--- src/rtl/fft_ovl_pkg.sv ---
// Shared definitions for the FFT overlap write-request controller.
//   state_t   : controller FSM state encoding (all four codes used)
//   MODE_FULL : burst runs until the FIFO reports full
//   MODE_CNT  : burst runs for a programmed number of accepted writes
package fft_ovl_pkg;

    typedef enum logic [1:0] {
        ST_IDLE  = 2'd0,
        ST_ARM   = 2'd1,
        ST_FILL  = 2'd2,
        ST_REARM = 2'd3
    } state_t;

    localparam logic MODE_FULL = 1'b0;
    localparam logic MODE_CNT  = 1'b1;

endpackage

--- src/rtl/fft_ovl_burst_cnt.sv ---
// Accepted-write counter for counted-mode bursts.
//   clk        : system clock
//   rst_n      : synchronous active-low reset
//   load       : clear the counter and capture load_count (burst start)
//   load_count : burst length; 0 stands for 2^CNT_W writes
//   accept     : a write was accepted by the FIFO this cycle
//   done       : this accepted write is the last one of the burst
module fft_ovl_burst_cnt #(
    parameter int CNT_W = 8
) (
    input  logic             clk,
    input  logic             rst_n,
    input  logic             load,
    input  logic [CNT_W-1:0] load_count,
    input  logic             accept,
    output logic             done
);

    logic [CNT_W-1:0] cnt;
    logic [CNT_W-1:0] target;
    logic [CNT_W-1:0] cnt_inc;

    // The increment wraps at CNT_W bits, so a target of 0 matches only
    // after 2^CNT_W accepted writes.
    assign cnt_inc = cnt + 1'b1;
    assign done    = accept && (cnt_inc == target);

    always_ff @(posedge clk) begin
        if (!rst_n) begin
            cnt    <= '0;
            target <= '0;
        end else if (load) begin
            cnt    <= '0;
            target <= load_count;
        end else if (accept) begin
            cnt    <= cnt_inc;
        end
    end

endmodule

--- src/rtl/fft_overlap_ctrl.sv ---
// Write-request controller for the FFT input FIFO. Arms on a fill-level
// threshold, issues a burst of write requests until full (mode 0) or a
// programmed count (mode 1), then waits for the level to fall below the
// threshold before re-arming.
//   clk        : system clock
//   iRst_n     : synchronous active-low reset
//   iEn        : enable, low forces IDLE and discards any partial burst
//   iMode      : 0 = fill until full, 1 = counted burst (latched at start)
//   iThresh    : arm / re-arm threshold on used-words
//   iCount     : counted burst length, 0 = 2^CNT_W (latched at start)
//   iUsedW     : FIFO used-words
//   iFull      : FIFO full flag
//   oWrreq     : FIFO write request (state FILL)
//   oBusy      : high while in FILL
//   oFrameDone : one-cycle pulse after every completed burst
//   oTrunc     : one-cycle pulse when a counted burst was cut by iFull
//   oFrameCnt  : completed bursts, wrapping
//
// state | meaning
// ------+-----------------------------------------------------------
// IDLE  | disabled, waiting for iEn
// ARM   | waiting for used-words >= threshold with FIFO not full
// FILL  | issuing write requests
// REARM | hysteresis, waiting for used-words < threshold, not full
module fft_overlap_ctrl
    import fft_ovl_pkg::*;
#(
    parameter int USEDW_W = 5,
    parameter int CNT_W   = 8,
    parameter int FCNT_W  = 16
) (
    input  logic               clk,
    input  logic               iRst_n,
    input  logic               iEn,
    input  logic               iMode,
    input  logic [USEDW_W-1:0] iThresh,
    input  logic [CNT_W-1:0]   iCount,
    input  logic [USEDW_W-1:0] iUsedW,
    input  logic               iFull,
    output logic               oWrreq,
    output logic               oBusy,
    output logic               oFrameDone,
    output logic               oTrunc,
    output logic [FCNT_W-1:0]  oFrameCnt
);

    state_t state;
    state_t state_next;
    logic   mode_q;
    logic   load;
    logic   accept;
    logic   cnt_done;
    logic   exit_done;
    logic   exit_trunc;

    assign oWrreq = (state == ST_FILL);
    assign oBusy  = (state == ST_FILL);
    assign accept = (state == ST_FILL) && !iFull;

    fft_ovl_burst_cnt #(
        .CNT_W(CNT_W)
    ) u_burst_cnt (
        .clk       (clk),
        .rst_n     (iRst_n),
        .load      (load),
        .load_count(iCount),
        .accept    (accept),
        .done      (cnt_done)
    );

    always_comb begin
        state_next = state;
        load       = 1'b0;
        exit_done  = 1'b0;
        exit_trunc = 1'b0;
        case (state)
            ST_IDLE: begin
                if (iEn) state_next = ST_ARM;
            end
            ST_ARM: begin
                if ((iUsedW >= iThresh) && !iFull) begin
                    state_next = ST_FILL;
                    load       = 1'b1;
                end
            end
            ST_FILL: begin
                if (mode_q == MODE_FULL) begin
                    if (iFull) begin
                        exit_done  = 1'b1;
                        state_next = ST_REARM;
                    end
                end else if (cnt_done) begin
                    // Completion wins over a concurrent full flag.
                    exit_done  = 1'b1;
                    state_next = ST_REARM;
                end else if (iFull) begin
                    exit_done  = 1'b1;
                    exit_trunc = 1'b1;
                    state_next = ST_REARM;
                end
            end
            ST_REARM: begin
                if ((iUsedW < iThresh) && !iFull) state_next = ST_ARM;
            end
            default: state_next = ST_IDLE;
        endcase
        // Disable overrides everything; a burst cut this way is not reported.
        if (!iEn) begin
            state_next = ST_IDLE;
            load       = 1'b0;
            exit_done  = 1'b0;
            exit_trunc = 1'b0;
        end
    end

    always_ff @(posedge clk) begin
        if (!iRst_n) begin
            state      <= ST_IDLE;
            mode_q     <= MODE_FULL;
            oFrameDone <= 1'b0;
            oTrunc     <= 1'b0;
            oFrameCnt  <= '0;
        end else begin
            state      <= state_next;
            oFrameDone <= exit_done;
            oTrunc     <= exit_trunc;
            if (load) mode_q <= (iMode == MODE_CNT) ? MODE_CNT : MODE_FULL;
            if (exit_done) oFrameCnt <= oFrameCnt + 1'b1;
        end
    end

endmodule

--- config.mk ---
export PLATFORM = sky130hd
export DESIGN_NAME = fft_overlap_ctrl
export DESIGN_NICKNAME = d
export VERILOG_FILES = /design/src/rtl/fft_ovl_pkg.sv /design/src/rtl/fft_ovl_burst_cnt.sv /design/src/rtl/fft_overlap_ctrl.sv
export SDC_FILE = /design/constraint.sdc
export NUM_CORES = 1
export LEC_CHECK = 0
export CORE_UTILIZATION = 54
export CTS_CLUSTER_DIAMETER = 150
export DETAILED_ROUTE_END_ITERATION = 16
export PLACE_DENSITY_LB_ADDON = 0.2
export SETUP_SLACK_MARGIN = 0.3
export SLEW_MARGIN = 20
export SYNTH_ARGS = -nofsm -noshare
export SYNTH_HDL_FRONTEND = slang
export SYNTH_SLANG_ARGS = --single-unit
--- constraint.sdc ---
create_clock -name clk -period 4.2 [get_ports clk]
set_clock_uncertainty 0.1 [all_clocks]
set_input_delay 0.42 -clock clk [delete_from_list [all_inputs] [get_ports clk]]
set_output_delay 0.42 -clock clk [all_outputs]
set_load 0.02 [all_outputs]
==> results of run 1 <==
## worst min-delay path, cell delays in order (launching register included)
cell	delay [ns]
sky130_fd_sc_hd__dfxtp_1	0.32
sky130_fd_sc_hd__o31ai_1	0.06
sky130_fd_sc_hd__a21oi_1	0.05
## worst paths after layout
path	slack, ns	to
worst max-delay path	1.21	oFrameCnt[6]
worst min-delay path	0.39	oFrameCnt[15]
worst max register to register	1.21	oFrameCnt[6]
worst min register to register	0.39	oFrameCnt[15]
## cell families after synthesis
logic type	after synthesis
simple gates	90
compound gates	54
flops	37
buf+inv	25
xor+xnor	17
mux	11
fa+ha+maj	10
## cells in the final DEF, fill, tap and decap left out, drive strengths merged, types with 3 or more instances in the layout
cell / synthesis / routed
dfxtp: 37 / 37
nand3: 11 / 11
a21oi: 17 / 17
nor2: 27 / 27
ha: 10 / 10
clkbuf: 2 / 7
or3: 9 / 9
xnor2: 10 / 10
o21ai: 12 / 12
or4: 10 / 10
a311oi: 3 / 3
and3: 3 / 3
inv: 17 / 17
nand2: 23 / 23
xor2: 7 / 7
a31oi: 3 / 3
mux2i: 11 / 11
clkdlybuf4s50: 0 / 42
o31ai: 7 / 7
nand4: 3 / 3
## final cells by class
cell class	count	area [µm²]
clock buffers	7	86.3
clock inverters	1	30.0
fillers	279	888
inverters	17	63.8
multi-input cells	182	1170
flip-flops and latches	37	741
well taps	46	57.6
repair buffers	43	428
## power by group through the flow
stage	registers, mW	clock network, mW	logic, mW
after global placement	0.365	0	0.0650
after CTS	0.357	0.317	0.0662
after floorplan	0.365	0	0.0347
final	0.358	0.315	0.0658
after global routing	0.358	0.335	0.0733
after detailed placement	0.366	0	0.0656
## state kept, by name (all words and copies together) (netlist names)
signal,cells
oFrameDone,1
oFrameCnt,16
u_burst_cnt.cnt,8
mode_q,1
state,2
oTrunc,1
u_burst_cnt.target,8
## layer usage
| metal | vias to the layer above | share of wire (%) | wire length [µm] | GRT usage (%) |
|---|---|---|---|---|
| met4 | 0 | 0.77 | 33 | 8.52 |
| li1 | 948 | - | - | - |
| met3 | 5 | 5.0 | 212 | 4.17 |
| met1 | 836 | 50 | 2140 | 30.9 |
| met2 | 47 | 44 | 1880 | 36.0 |
| met5 | - | 0 | 0 | 0 |
## through the flow
step	area (µm²)	hold WS, ns
floorplan	2030	0.344
global placement	2460	0.371
detailed placement	2460	0.372
CTS	2580	0.383
global route	2580	0.423
finish	2580	0.387
==> results.toml, run 1 <==
[floorplan]
starting_density_of_the_core_pct = 58.6
floorplan.die.height_um = 63.4
fp-row-count = 21
fp.dieArea_mm2 = 0.00401
core_mm2 = 0.00347
design.portCount = 43
die_width_um = 63.4

[clocking]
cts_inserted_buffers = 5
post_cts.resized_instances = 0
h-tree-depth = 2
numClockSinks = 37
ctsRootBufferMaster = "sky130_fd_sc_hd__clkbuf_8"
clk_pin_slew_worst_paths_ns = 0.07
clkLatencyLatePin_ns = 0.28
cts_tree = "built"
cts_hold_repair.buffers = 0
ctsLongestPathBuffers = 2
setup_bufs_post_cts = 0

[route]
detail_route.wl_per_cell_um = 12.8
drt_iter0_markers = 102
overall_via_count_from_detail_route = 1836
drt_pre_antenna_iters = 5
via_per_inst = 5.51
drt_wl_total_um = 4270
post-route-drc-count = 0
drt.antenna.violating_nets = 0

[power_and_ir_drop]
power_frac_comb_pct = 8.9
power_switching_mw = 0.156
ir_drop_uv = 223
p_int_mw = 0.582
p_clk_share_pct = 42.7
switching_fraction_pct = 21.2
totalPowerFinal_mw = 0.739
cell_leakage_power_nw = 0.991
power.density_cell_area_mw_per_mm2 = 286
seq_power_share_pct = 48.4

[logic_synthesis]
post-synth-top-area-fraction_pct = 36.4
synth.avg_cell_area_um2 = 8.33
muxShareOfSynthArea_pct = 5.42
synth_edf_count = 0
synth_commonest_cells = "sky130_fd_sc_hd__dfxtp_1, sky130_fd_sc_hd__nor2_1, sky130_fd_sc_hd__nand2_1, sky130_fd_sc_hd__a21oi_1, sky130_fd_sc_hd__inv_1"
yosys.area_share.xor_xnor_pct = 7.32
synth.distinct_cells = 36
yosys_warnings = 0
area_fraction_in_compound_gates_after_synthesis_pct = 17.3
fraction_of_registers_with_async_set_reset_pct = 0
synth_sequential_area_ratio_pct = 36.4
synth_top_cell_by_area = "sky130_fd_sc_hd__dfxtp_1"
synth.cell_area_mm2 = 0.00203
syn_nets = 277
synth_top_family_by_area = "simple AND/OR/NAND/NOR gates"
post_synth_inst_count = 244
synth_most_common_cell = "sky130_fd_sc_hd__dfxtp_1"
ys_seq_elements = 37
yosys.area_share.adder_pct = 6.15
synth_simple_gate_area_share_pct = 21.5
postSynth.topFlopCell = "sky130_fd_sc_hd__dfxtp_1"
netlist_top_cells_area = "sky130_fd_sc_hd__dfxtp_1, sky130_fd_sc_hd__ha_1, sky130_fd_sc_hd__mux2i_1"

[critical_path]
setup.worst_path.start = "u_burst_cnt.cnt[0]"
criticalPathCategory = "reg2reg"
ff2ff_path_depth = 8
critPathSlowestCell = "sky130_fd_sc_hd__or4_4"
cp_top_family = "simple AND/OR/NAND/NOR gates"
critical_path_peak_fanout = 26
worstPathArrival_ns = 3.10
type_of_origin_of_the_critical_path = "flip-flop"
worst_path_largest_cell_delay_ns = 0.56
setup.worst_path.end_class = "flip-flop"
worst-endpoint-required_ns = 4.31
path_depth = 8
crit_chain = "ha_1, xnor2_1, a2bb2oi_1, o211ai_1, or4_4, o31a_4, or4_1, a21oi_1"
timing.critical_path.buf_inv = 0
r2r-start = "u_burst_cnt.cnt[0]"

[sta]
layout_setup_ws_ns = 1.21
tns_ns = 0
setup_violations = 0
post-route-period-util_pct = 71.2
worst-slew-pin-transition_ns = 0.805
grt_setup_unrepaired = "no"
timing_max_transition_violations_final = 0
timing.fmax_ghz = 0.334
relSlewSlack_pct = 46.3
period_minus_slack_ns = 2.99
hold_viol_final = 0

[status]
run_status = "complete, no violations"

[global_routing]
grt_start_max_net_pins = 27
first_global_vias = 1704
grt_antenna_before_repair = 0
global_route_wire_length_before_repair_um = 7400
grt_usage_pct = 22.9
final_global_route_overflow_total = 0

[finish]
drive_gt1_share_pct = 3.48
fin_cells = 333
antenna-diode-count = 0
post-route-util_pct = 74.4
finalNetCount = 319
area_growth_pct = 26.9

[run]
max_cap_violations = 0

[hold_path]
holdPathStages = 2
min-delay-path-class = "reg2reg"
hold_path.startpoint = "oFrameCnt[15]"

[place]
place_hpwl_um = 3100
count_of_buffers_from_port_buffering = 42
place_worst_setup_slack_ns = 1.23
place_congestion = 0.827
post_placement_cell_count = 325
Power figures use the tool's default switching activity.
==> run 2, diff against run 1 <==
Settings changed: CORE_UTILIZATION 54 to 51.
Clock period 4.2 ns to 2.8 ns, I/O delays scaled along.
==> results.toml, run 2 (same netlist as run 1, synthesis figures left out) <==
[floorplan]
die_width_um = 65.1
design.portCount = 43
starting_density_of_the_core_pct = 54.3
fp.dieArea_mm2 = 0.00424
floorplan.die.height_um = 65.1
fp-row-count = 22
core_mm2 = 0.00374

[power_and_ir_drop]
cell_leakage_power_nw = 1.08
ir_drop_uv = 342
power.density_cell_area_mw_per_mm2 = 416
totalPowerFinal_mw = 1.16

[place]
post_placement_cell_count = 332
place_hpwl_um = 3130
place_congestion = 0.837
count_of_buffers_from_port_buffering = 42

[sta]
timing.hold.ws_ns = 0.392
post-route-period-util_pct = 94.4
period_minus_slack_ns = 2.64
tns_ns = 0
timing_max_transition_violations_final = 0
hold_viol_final = 0
relSlewSlack_pct = 58.5
timing.fmax_ghz = 0.378
setup_violations = 0
grt_setup_unrepaired = "yes"
worst-slew-pin-transition_ns = 0.620

[global_routing]
final_global_route_overflow_total = 0
first_global_vias = 1845
grt_usage_pct = 26.1
grt_antenna_before_repair = 0
global_route_wire_length_before_repair_um = 8430
grt_start_max_net_pins = 25

[finish]
layout.area.seq_um2 = 752
area_of_the_multi_input_gates_mm2 = 0.00124
drive_gt1_share_pct = 12.9
largest_registers = "oFrameCnt x16, u_burst_cnt.cnt x8, u_burst_cnt.target x8"
finalNetCount = 334
fin_cells = 350
largest_register_ff_count = 16
layout_common_cells = "sky130_fd_sc_hd__clkdlybuf4s50_1, sky130_fd_sc_hd__dfxtp_1, sky130_fd_sc_hd__nor2_1"
largest_register = "oFrameCnt"
antenna-diode-count = 0
post-route-util_pct = 74.6
area_growth_pct = 37.4
n_fill_cell = 292
mostFrequentLayoutCell = "sky130_fd_sc_hd__clkdlybuf4s50_1"

[critical_path]
type_of_origin_of_the_critical_path = "flip-flop"
setup.worst_path.end_class = "flip-flop"
critical_path_peak_fanout = 7
worstPathArrival_ns = 2.77
criticalPathCategory = "reg2reg"
worst-endpoint-required_ns = 2.92

[route]
via_per_inst = 5.70
drt.antenna.violating_nets = 0
detail_route.wl_per_cell_um = 14.7
drt_wl_total_um = 5140
drt_pre_antenna_iters = 4
post-route-drc-count = 0
overall_via_count_from_detail_route = 1996
drt_iter0_markers = 110

[run]
max_cap_violations = 0

[clocking]
clk_pin_slew_worst_paths_ns = 0.08
ctsRootBufferMaster = "sky130_fd_sc_hd__clkbuf_8"
clkLatencyLatePin_ns = 0.29
ctsLongestPathBuffers = 2
cts_inserted_buffers = 5
h-tree-depth = 2
cts_tree = "built"
cts_hold_repair.buffers = 0
numClockSinks = 37

[hold_path]
min-delay-path-class = "reg2reg"

[status]
run_status = "complete, no violations"
==> run 2: changes by cell type in the layout (fill, tap and decap cells not counted), moves of 2 or more <==
cell and change:
sky130_fd_sc_hd__buf_4 +11, sky130_fd_sc_hd__dfxtp_1 -5, sky130_fd_sc_hd__dfxtp_2 +3, sky130_fd_sc_hd__buf_6 +2, sky130_fd_sc_hd__dfxtp_4 +2, sky130_fd_sc_hd__ha_1 -2, sky130_fd_sc_hd__nand3_1 -2, sky130_fd_sc_hd__nand3_2 +2
sky130_fd_sc_hd__o31ai_1 -2, sky130_fd_sc_hd__o31ai_2 +2
==> run 2: power by group <==
| group | internal, mW | leakage [nW] | switching [mW] |
|---|---|---|---|
| combinational | 0.0586 | 0.714 | 0.0526 |
| sequential | 0.529 | 0.302 | 0.00507 |
| clock | 0.318 | 0.0663 | 0.198 |
| total | 0.906 | 1.08 | 0.256 |
==> run 2: layout make-up <==
class / count / share of cell area [%]
clock buffers: 6 / 3.36
clock inverters: 2 / 1.25
inverters: 17 / 2.28
multi-input cells: 183 / 44.2
flip-flops and latches: 37 / 26.9
well taps: 48 / 2.15
repair buffers: 57 / 19.8
==> run 2: per-layer routing <==
layer  vias up  wire, µm  GRT usage, %
met5         -         0             0
met4         0        80          9.78
met3         7       286          5.38
met2        62      2440          43.1
met1       939      2340          33.4
li1        988         -             -
==> run 2: worst max-delay path, stage by stage (launching register included) <==
cell,delay (ns)
sky130_fd_sc_hd__dfxtp_4,0.37
sky130_fd_sc_hd__ha_4,0.18
sky130_fd_sc_hd__nand2_1,0.05
sky130_fd_sc_hd__or2_1,0.23
sky130_fd_sc_hd__xnor2_1,0.13
sky130_fd_sc_hd__or4_4,0.55
sky130_fd_sc_hd__o31a_4,0.33
sky130_fd_sc_hd__or4_1,0.48
sky130_fd_sc_hd__a21oi_1,0.14
==> run 2: final timing paths <==
kind,startpoint,to,slack [ns],depth (start not counted)
worst max-delay path,u_burst_cnt.cnt[1],oFrameCnt[8],0.16,8
worst max register to register,u_burst_cnt.cnt[1],oFrameCnt[8],0.16,8
worst min-delay path,oFrameCnt[15],oFrameCnt[15],0.39,2
worst min register to register,oFrameCnt[15],oFrameCnt[15],0.39,2
==> run 2: metrics by stage <==
stage | setup WS, ns | cell area [µm²]
3_5_place_dp | 0.0374 | 2540
3_3_place_gp | 0.107 | 2540
5_1_grt | 0.0953 | 2790
2_1_floorplan | 0.279 | 2060
6_report | 0.156 | 2790
4_1_cts | 0.103 | 2760
==> run 2: timing repair <==
item                       4_1_cts  5_1_grt
pin swaps                       20        7
cloned                           1        0
setup endpoints to repair       13       35
buffers inserted                 8        1
gates resized for setup         10        6
==> run 3, diff against run 2 <==
Settings changed: CORE_UTILIZATION 51 to 53, CTS_BUF_LIST set to sky130_fd_sc_hd__clkbuf_4.
==> results.toml, run 3 (same netlist as run 1, synthesis figures left out) <==
[hold_path]
min-delay-path-class = "reg2reg"
hold_path.startpoint = "oFrameCnt[15]"

[sta]
tns_ns = 0
hold_viol_final = 0
setup_violations = 0
worst-slew-pin-transition_ns = 0.584
layout_setup_ws_ns = 0.0900
grt_setup_unrepaired = "yes"
post-route-period-util_pct = 96.8
relSlewSlack_pct = 60.9
timing_max_transition_violations_final = 0
timing.hold.ws_ns = 0.393
period_minus_slack_ns = 2.71
timing.fmax_ghz = 0.369

[route]
overall_via_count_from_detail_route = 1947
drt_iter0_markers = 191
detail_route.wl_per_cell_um = 13.3
highest-signal-layer = "met4"
drt_pre_antenna_iters = 4
via_per_inst = 5.59
post-route-drc-count = 0
route.layer.met1.wl_um = 2210
met2_routed_wirelength_um = 2090
drt.antenna.violating_nets = 0
drt_wl_total_um = 4630
met3_length_um = 270

[finish]
largest_register = "oFrameCnt"
mostFrequentLayoutCell = "sky130_fd_sc_hd__clkdlybuf4s50_1"
design_area_mm2 = 0.00269
layout_common_cells = "sky130_fd_sc_hd__clkdlybuf4s50_1, sky130_fd_sc_hd__dfxtp_1, sky130_fd_sc_hd__nor2_1"
finalNetCount = 332
n_fill_cell = 273
area_growth_pct = 32.4
largest_registers = "oFrameCnt x16, u_burst_cnt.cnt x8, u_burst_cnt.target x8"
drive_gt1_share_pct = 12.7
antenna-diode-count = 0
largest_register_ff_count = 16
fin_cells = 348

[clocking]
clk_pin_slew_worst_paths_ns = 0.12
numClockSinks = 37
cts_hold_repair.buffers = 0
cts_tree = "built"
clkLatencyLatePin_ns = 0.36
ctsLongestPathBuffers = 2
ctsRootBufferMaster = "sky130_fd_sc_hd__clkbuf_4"
h-tree-depth = 2
cts_inserted_buffers = 5

[critical_path]
cp_top_family = "simple AND/OR/NAND/NOR gates"
criticalPathCategory = "reg2reg"
worst-endpoint-required_ns = 3.00
timing.critical_path.buf_inv = 1
setup.worst_path.end_class = "flip-flop"
worstPathArrival_ns = 2.91
r2r-start = "u_burst_cnt.cnt[1]"
setup.worst_path.start = "u_burst_cnt.cnt[1]"
critical_path_peak_fanout = 7
worst_path_largest_cell_delay_ns = 0.53
crit_path_frequent_cell = "sky130_fd_sc_hd__or4_4"
type_of_origin_of_the_critical_path = "flip-flop"
crit_chain = "ha_4, nand2_1, or2_1, xnor2_1, or4_4, o31a_4, buf_6, or4_4, a21oi_2"
critPathSlowestCell = "sky130_fd_sc_hd__or4_4"

[place]
place_worst_setup_slack_ns = 0.0315
post_placement_cell_count = 333
count_of_buffers_from_port_buffering = 42
place_congestion = 0.804
place_hpwl_um = 3210
postPlaceCellArea_mm2 = 0.00253

[global_routing]
first_global_vias = 1729
final_global_route_overflow_total = 0
global_route_wire_length_before_repair_um = 7780
grt_usage_pct = 24.4
grt_start_max_net_pins = 18
grt_antenna_before_repair = 0

[floorplan]
design.portCount = 43
fp.dieArea_mm2 = 0.00409
core_mm2 = 0.00366
floorplan.die.height_um = 63.9
die_width_um = 63.9
fp-row-count = 22
starting_density_of_the_core_pct = 55.5

[power_and_ir_drop]
cell_leakage_power_nw = 1.04
ir_drop_uv = 248
power.density_cell_area_mw_per_mm2 = 345

[status]
run_status = "complete, no violations"

[run]
max_cap_violations = 0
run 3: cell type report:
class / count / area [µm²] / share of cell area, %
clock buffers: 6 / 45.0 / 1.67
clock inverters: 2 / 10.0 / 0.372
inverters: 17 / 63.8 / 2.37
multi-input cells: 183 / 1240 / 46.1
flip-flops and latches: 37 / 752 / 27.9
well taps: 48 / 60.1 / 2.23
repair buffers: 55 / 522 / 19.4
run 3: routing by layer:
layer / vias to the layer above / track usage [%]
li1: 989 / -
met1: 894 / 31.2
met2: 55 / 39.1
met3: 9 / 6.79
met4: 0 / 8.81
met5: - / 0
run 3: path summary, 6_finish.rpt:
kind	endpoint	slack, ns	cells past startpoint
max	oFrameCnt[9]	0.09	9
min	oFrameCnt[15]	0.39	2
max reg2reg	oFrameCnt[9]	0.09	9
min reg2reg	oFrameCnt[15]	0.39	2
run 3: per-stage QoR:
stage / util (%) / power [mW]
global placement: 69.1 / 0.649
global route: 73.5 / 0.974
detailed placement: 69.1 / 0.651
finish: 73.5 / 0.930
CTS: 72.8 / 0.936
floorplan: - / 0.600
run 3: power breakdown:
group	leakage, nW	switching (mW)	total [mW]	internal [mW]
clock network	0.0354	0.182	0.287	0.105
logic	0.701	0.0512	0.109	0.0576
registers	0.302	0.00481	0.534	0.529
run 3: timing repair:
action / in CTS / in global routing
pin swaps: 18 / 7
endpoints found under the setup margin: 13 / 18
buffers inserted: 6 / 0
gates resized for setup: 8 / 9
cloned: 1 / 0
hold endpoints to repair: 0 / 0
run 3: worst register-to-register path, stage by stage, from the launching register on:
cell	delay, ns
sky130_fd_sc_hd__dfxtp_4	0.38
sky130_fd_sc_hd__ha_4	0.17
sky130_fd_sc_hd__nand2_1	0.06
sky130_fd_sc_hd__or2_1	0.24
sky130_fd_sc_hd__xnor2_1	0.13
sky130_fd_sc_hd__or4_4	0.53
sky130_fd_sc_hd__o31a_4	0.33
sky130_fd_sc_hd__buf_6	0.14
sky130_fd_sc_hd__or4_4	0.42
sky130_fd_sc_hd__a21oi_2	0.15
==> RTL edit: new RTL, config.mk and constraints of run 3 <==
Register the output `oFrameCnt` once more, cleared by the reset; this adds one clock of latency there. The other outputs are not delayed to match.
--- a/src/rtl/fft_overlap_ctrl.sv
+++ b/src/rtl/fft_overlap_ctrl.sv
@@ -45,2 +45,4 @@
 );
+
+    logic [FCNT_W-1:0] oFrameCnt_s0;
 
@@ -121,3 +123,3 @@
             oTrunc     <= 1'b0;
-            oFrameCnt  <= '0;
+            oFrameCnt_s0 <= '0;
         end else begin
@@ -127,3 +129,11 @@
             if (load) mode_q <= (iMode == MODE_CNT) ? MODE_CNT : MODE_FULL;
-            if (exit_done) oFrameCnt <= oFrameCnt + 1'b1;
+            if (exit_done) oFrameCnt_s0 <= oFrameCnt_s0 + 1'b1;
+        end
+    end
+
+    always_ff @(posedge clk) begin
+        if (!iRst_n) begin
+            oFrameCnt <= '0;
+        end else begin
+            oFrameCnt <= oFrameCnt_s0;
         end
Check against the original RTL: not equivalent (Yosys sat finds a counterexample within 4 cycles, from zero or initial values and one cycle with iRst_n low).
==> RTL edit against run 3 <==
  * The flow now finishes with violations (DRC)
  * Sequential power rose by 43%
  * Total power grew 33%
  * Routed wire length grew 9.8%
  * Critical path depth shrank 1
  * Count of clock-buffer cells in the layout fell by 1
  * Sequential cell count is 16 higher
  * Fmax increased by 8.7%
  * Non-clock buffer count rose by 3
  * Via count grew 0.15%
  * Area after synthesis increased by 25%
  * First-iteration DRC count down 54%
  * Worst setup slack better by 0.22 ns
  * Cell area increased by 22%
  * Largest power group unchanged
  * Sequential share of layout area is 4.9 points higher
==> RTL edit: results (changes against run 3) <==
status=finished, violations left (was finished clean); violated checks=DRC; GRT Total Usage=21.3% (was 24.4%); Routed Antenna Nets=0 (unchanged); Largest regs=oFrameCnt: 16 flops, oFrameCnt_s0: 16 flops (was oFrameCnt: 16 flops, u_burst_cnt.cnt: 8 flops, u_burst_cnt.target: 8 flops); worst slew pin tran=0.764 ns (was 0.584 ns); first-pass GRT wire length=8560 um (was 7780 um); Clock Latency Late Sink=0.38 ns (was 0.36 ns); non-filler instance count after layout=372 (was 348); largest net degree at the start of global routing=27 (was 18); Max IR drop VDD=0.000294 V (was 0.000248 V); Leak Pwr=1.41 nW (was 1.04 nW); Main synth FF type=dfxtp_1 (unchanged); clock-pin slew on the worst setup and hold paths=0.16 ns (was 0.12 ns); critical path arrival=2.68 ns (was 2.91 ns); asr flop ratio synth=0% (unchanged); Synth area leaders=dfxtp_1 (42%), and2_1 (6.9%), ha_1 (4.9%), xor2_1 (4.8%), mux2i_1 (4.3%) (was dfxtp_1 (36%), ha_1 (6.2%), mux2i_1 (5.4%), nor2_1 (5.0%), xnor2_1 (4.3%)); mux cell area share after synthesis=5.66% (was 5.42%); Reg2Reg Depth=8 (was 9); Post-DP HPWL=3440 um (was 3210 um); worst reg2reg path endpoint=oFrameCnt_s0[7] (was oFrameCnt[9]); CTS Root Cell=clkbuf_4 (unchanged); gpl congestion=0.829 (was 0.804); vias in the first global route=1952 (was 1729); Post-Synth Adder-Cell Area=4.92% (was 6.15%); XOR/XNOR Fraction of Synth Area=10.2% (was 7.32%); Syn Area/Cell=9.71 sq um (was 8.33 sq um); CP Class=reg -> reg (unchanged); via/cell ratio=5.24 (was 5.59); H-tree lvl count=2 (unchanged); clock tree buffer depth=2 (unchanged); antenna cells=0 (unchanged); Buffers on Ports=42 (unchanged); Post-Route WL=5090 um (was 4630 um); most frequent cells after synthesis=dfxtp_1 (53), and2_1 (28), nand2_1 (17) (was dfxtp_1 (37), nor2_1 (27), nand2_1 (23)); R2R Setup Slk=0.31 ns (was 0.09 ns); Synth cell types=42 (was 36); layout cells sized above 1=16.3% (was 12.7%); worst-path maximum fanout=6 (was 7); drt drc=2 (was 0); Fillers=317 (was 273); Synthesized Nets=295 (was 277); Synth Area in Compound Gates=8.02% (was 17.3%); YS warnings=0 (unchanged); Nets=352 (was 332); Initial DRC Count=87 (was 191); Num CTS Buffers=5 (unchanged); initial antenna violation count=0 (unchanged); Worst Setup SP=u_burst_cnt.cnt[0] (was u_burst_cnt.cnt[1]); sequential area share after synthesis=41.7% (was 36.4%); DR pass1 iterations=10 (was 4)
[RTL edit: changes by cell type after synthesis, moves of 7 or more]
cell | before | now
o31ai_1 | 7 | 0
nor2b_1 | 1 | 16
or3_1 | 9 | 1
dfxtp_1 | 37 | 53
o21ai_0 | 12 | 4
or4_1 | 9 | 0
a21oi_1 | 17 | 4
nor2_1 | 27 | 15
xor2_1 | 7 | 14
and2_1 | 0 | 28
[RTL edit: metal layers]
metal | GRT usage (%) | share of wire, % | vias to the layer above
met5 | 0 | 0 | -
met4 | 5.56 | 0.49 | 0
met3 | 5.34 | 2.6 | 4
met2 | 39.5 | 53 | 28
met1 | 24.3 | 44 | 930
li1 | - | - | 988
[RTL edit: critical path, stage by stage (launching register included)]
cell and delay (ns):
dfxtp_4 0.40, buf_6 0.11, nand2_4 0.05, or3_4 0.38, a2111oi_4 0.51, a41oi_4 0.25
nor2_1 0.14, nand4_1 0.14, mux2_4 0.32
[RTL edit: through the flow]
stage / worst slack (ns) / area (sq um)
detailed placement: 0.133 / 3010
CTS: 0.288 / 3230
floorplan: 0.493 / 2540
global placement: 0.255 / 3010
global route: 0.231 / 3280
finish: 0.308 / 3280
[RTL edit: worst min path at each step]
stage | startpoint | to | slack [ns] | depth (start not counted)
final | oFrameCnt_s0[14] | oFrameCnt[14] | 0.39 | 1
after detailed placement | oFrameCnt_s0[14] | oFrameCnt[14] | 0.35 | 1
after global placement | oFrameCnt_s0[14] | oFrameCnt[14] | 0.35 | 1
after CTS | mode_q | oTrunc | 0.39 | 2
after floorplan | iFull | oTrunc | 0.32 | 2
after global routing | iCount[4] | u_burst_cnt.target[4] | 0.39 | 3
[RTL edit: layout make-up]
class,count,area share [%]
multi-input cells,186,44.4
inverters,15,2.14
clock inverters,3,0.649
flip-flops and latches,53,32.8
clock buffers,5,1.15
well taps,52,1.98
repair buffers,58,16.9
[RTL edit: what timing repair did]
action,in CTS,in global routing
pin swaps,11,11
hold endpoints to repair,0,0
gates cloned,1,0
gates resized for setup,20,5
buffers inserted,9,3
setup endpoints to repair,12,13
[RTL edit: report_power, final]
group	switching (mW)	internal, mW
logic	0.0509	0.0700
clock network	0.252	0.100
registers	0.00500	0.757
total	0.308	0.927
[RTL edit: cells by family after synthesis]
kind of cell               after synthesis
and+or+nand+nor                        109
DFF                                     53
xor gates and xnor gates                28
AOI/OAI and AO/OA                       24
buffers and inverters                   24
muxes                                   14
adders and majority gates               10
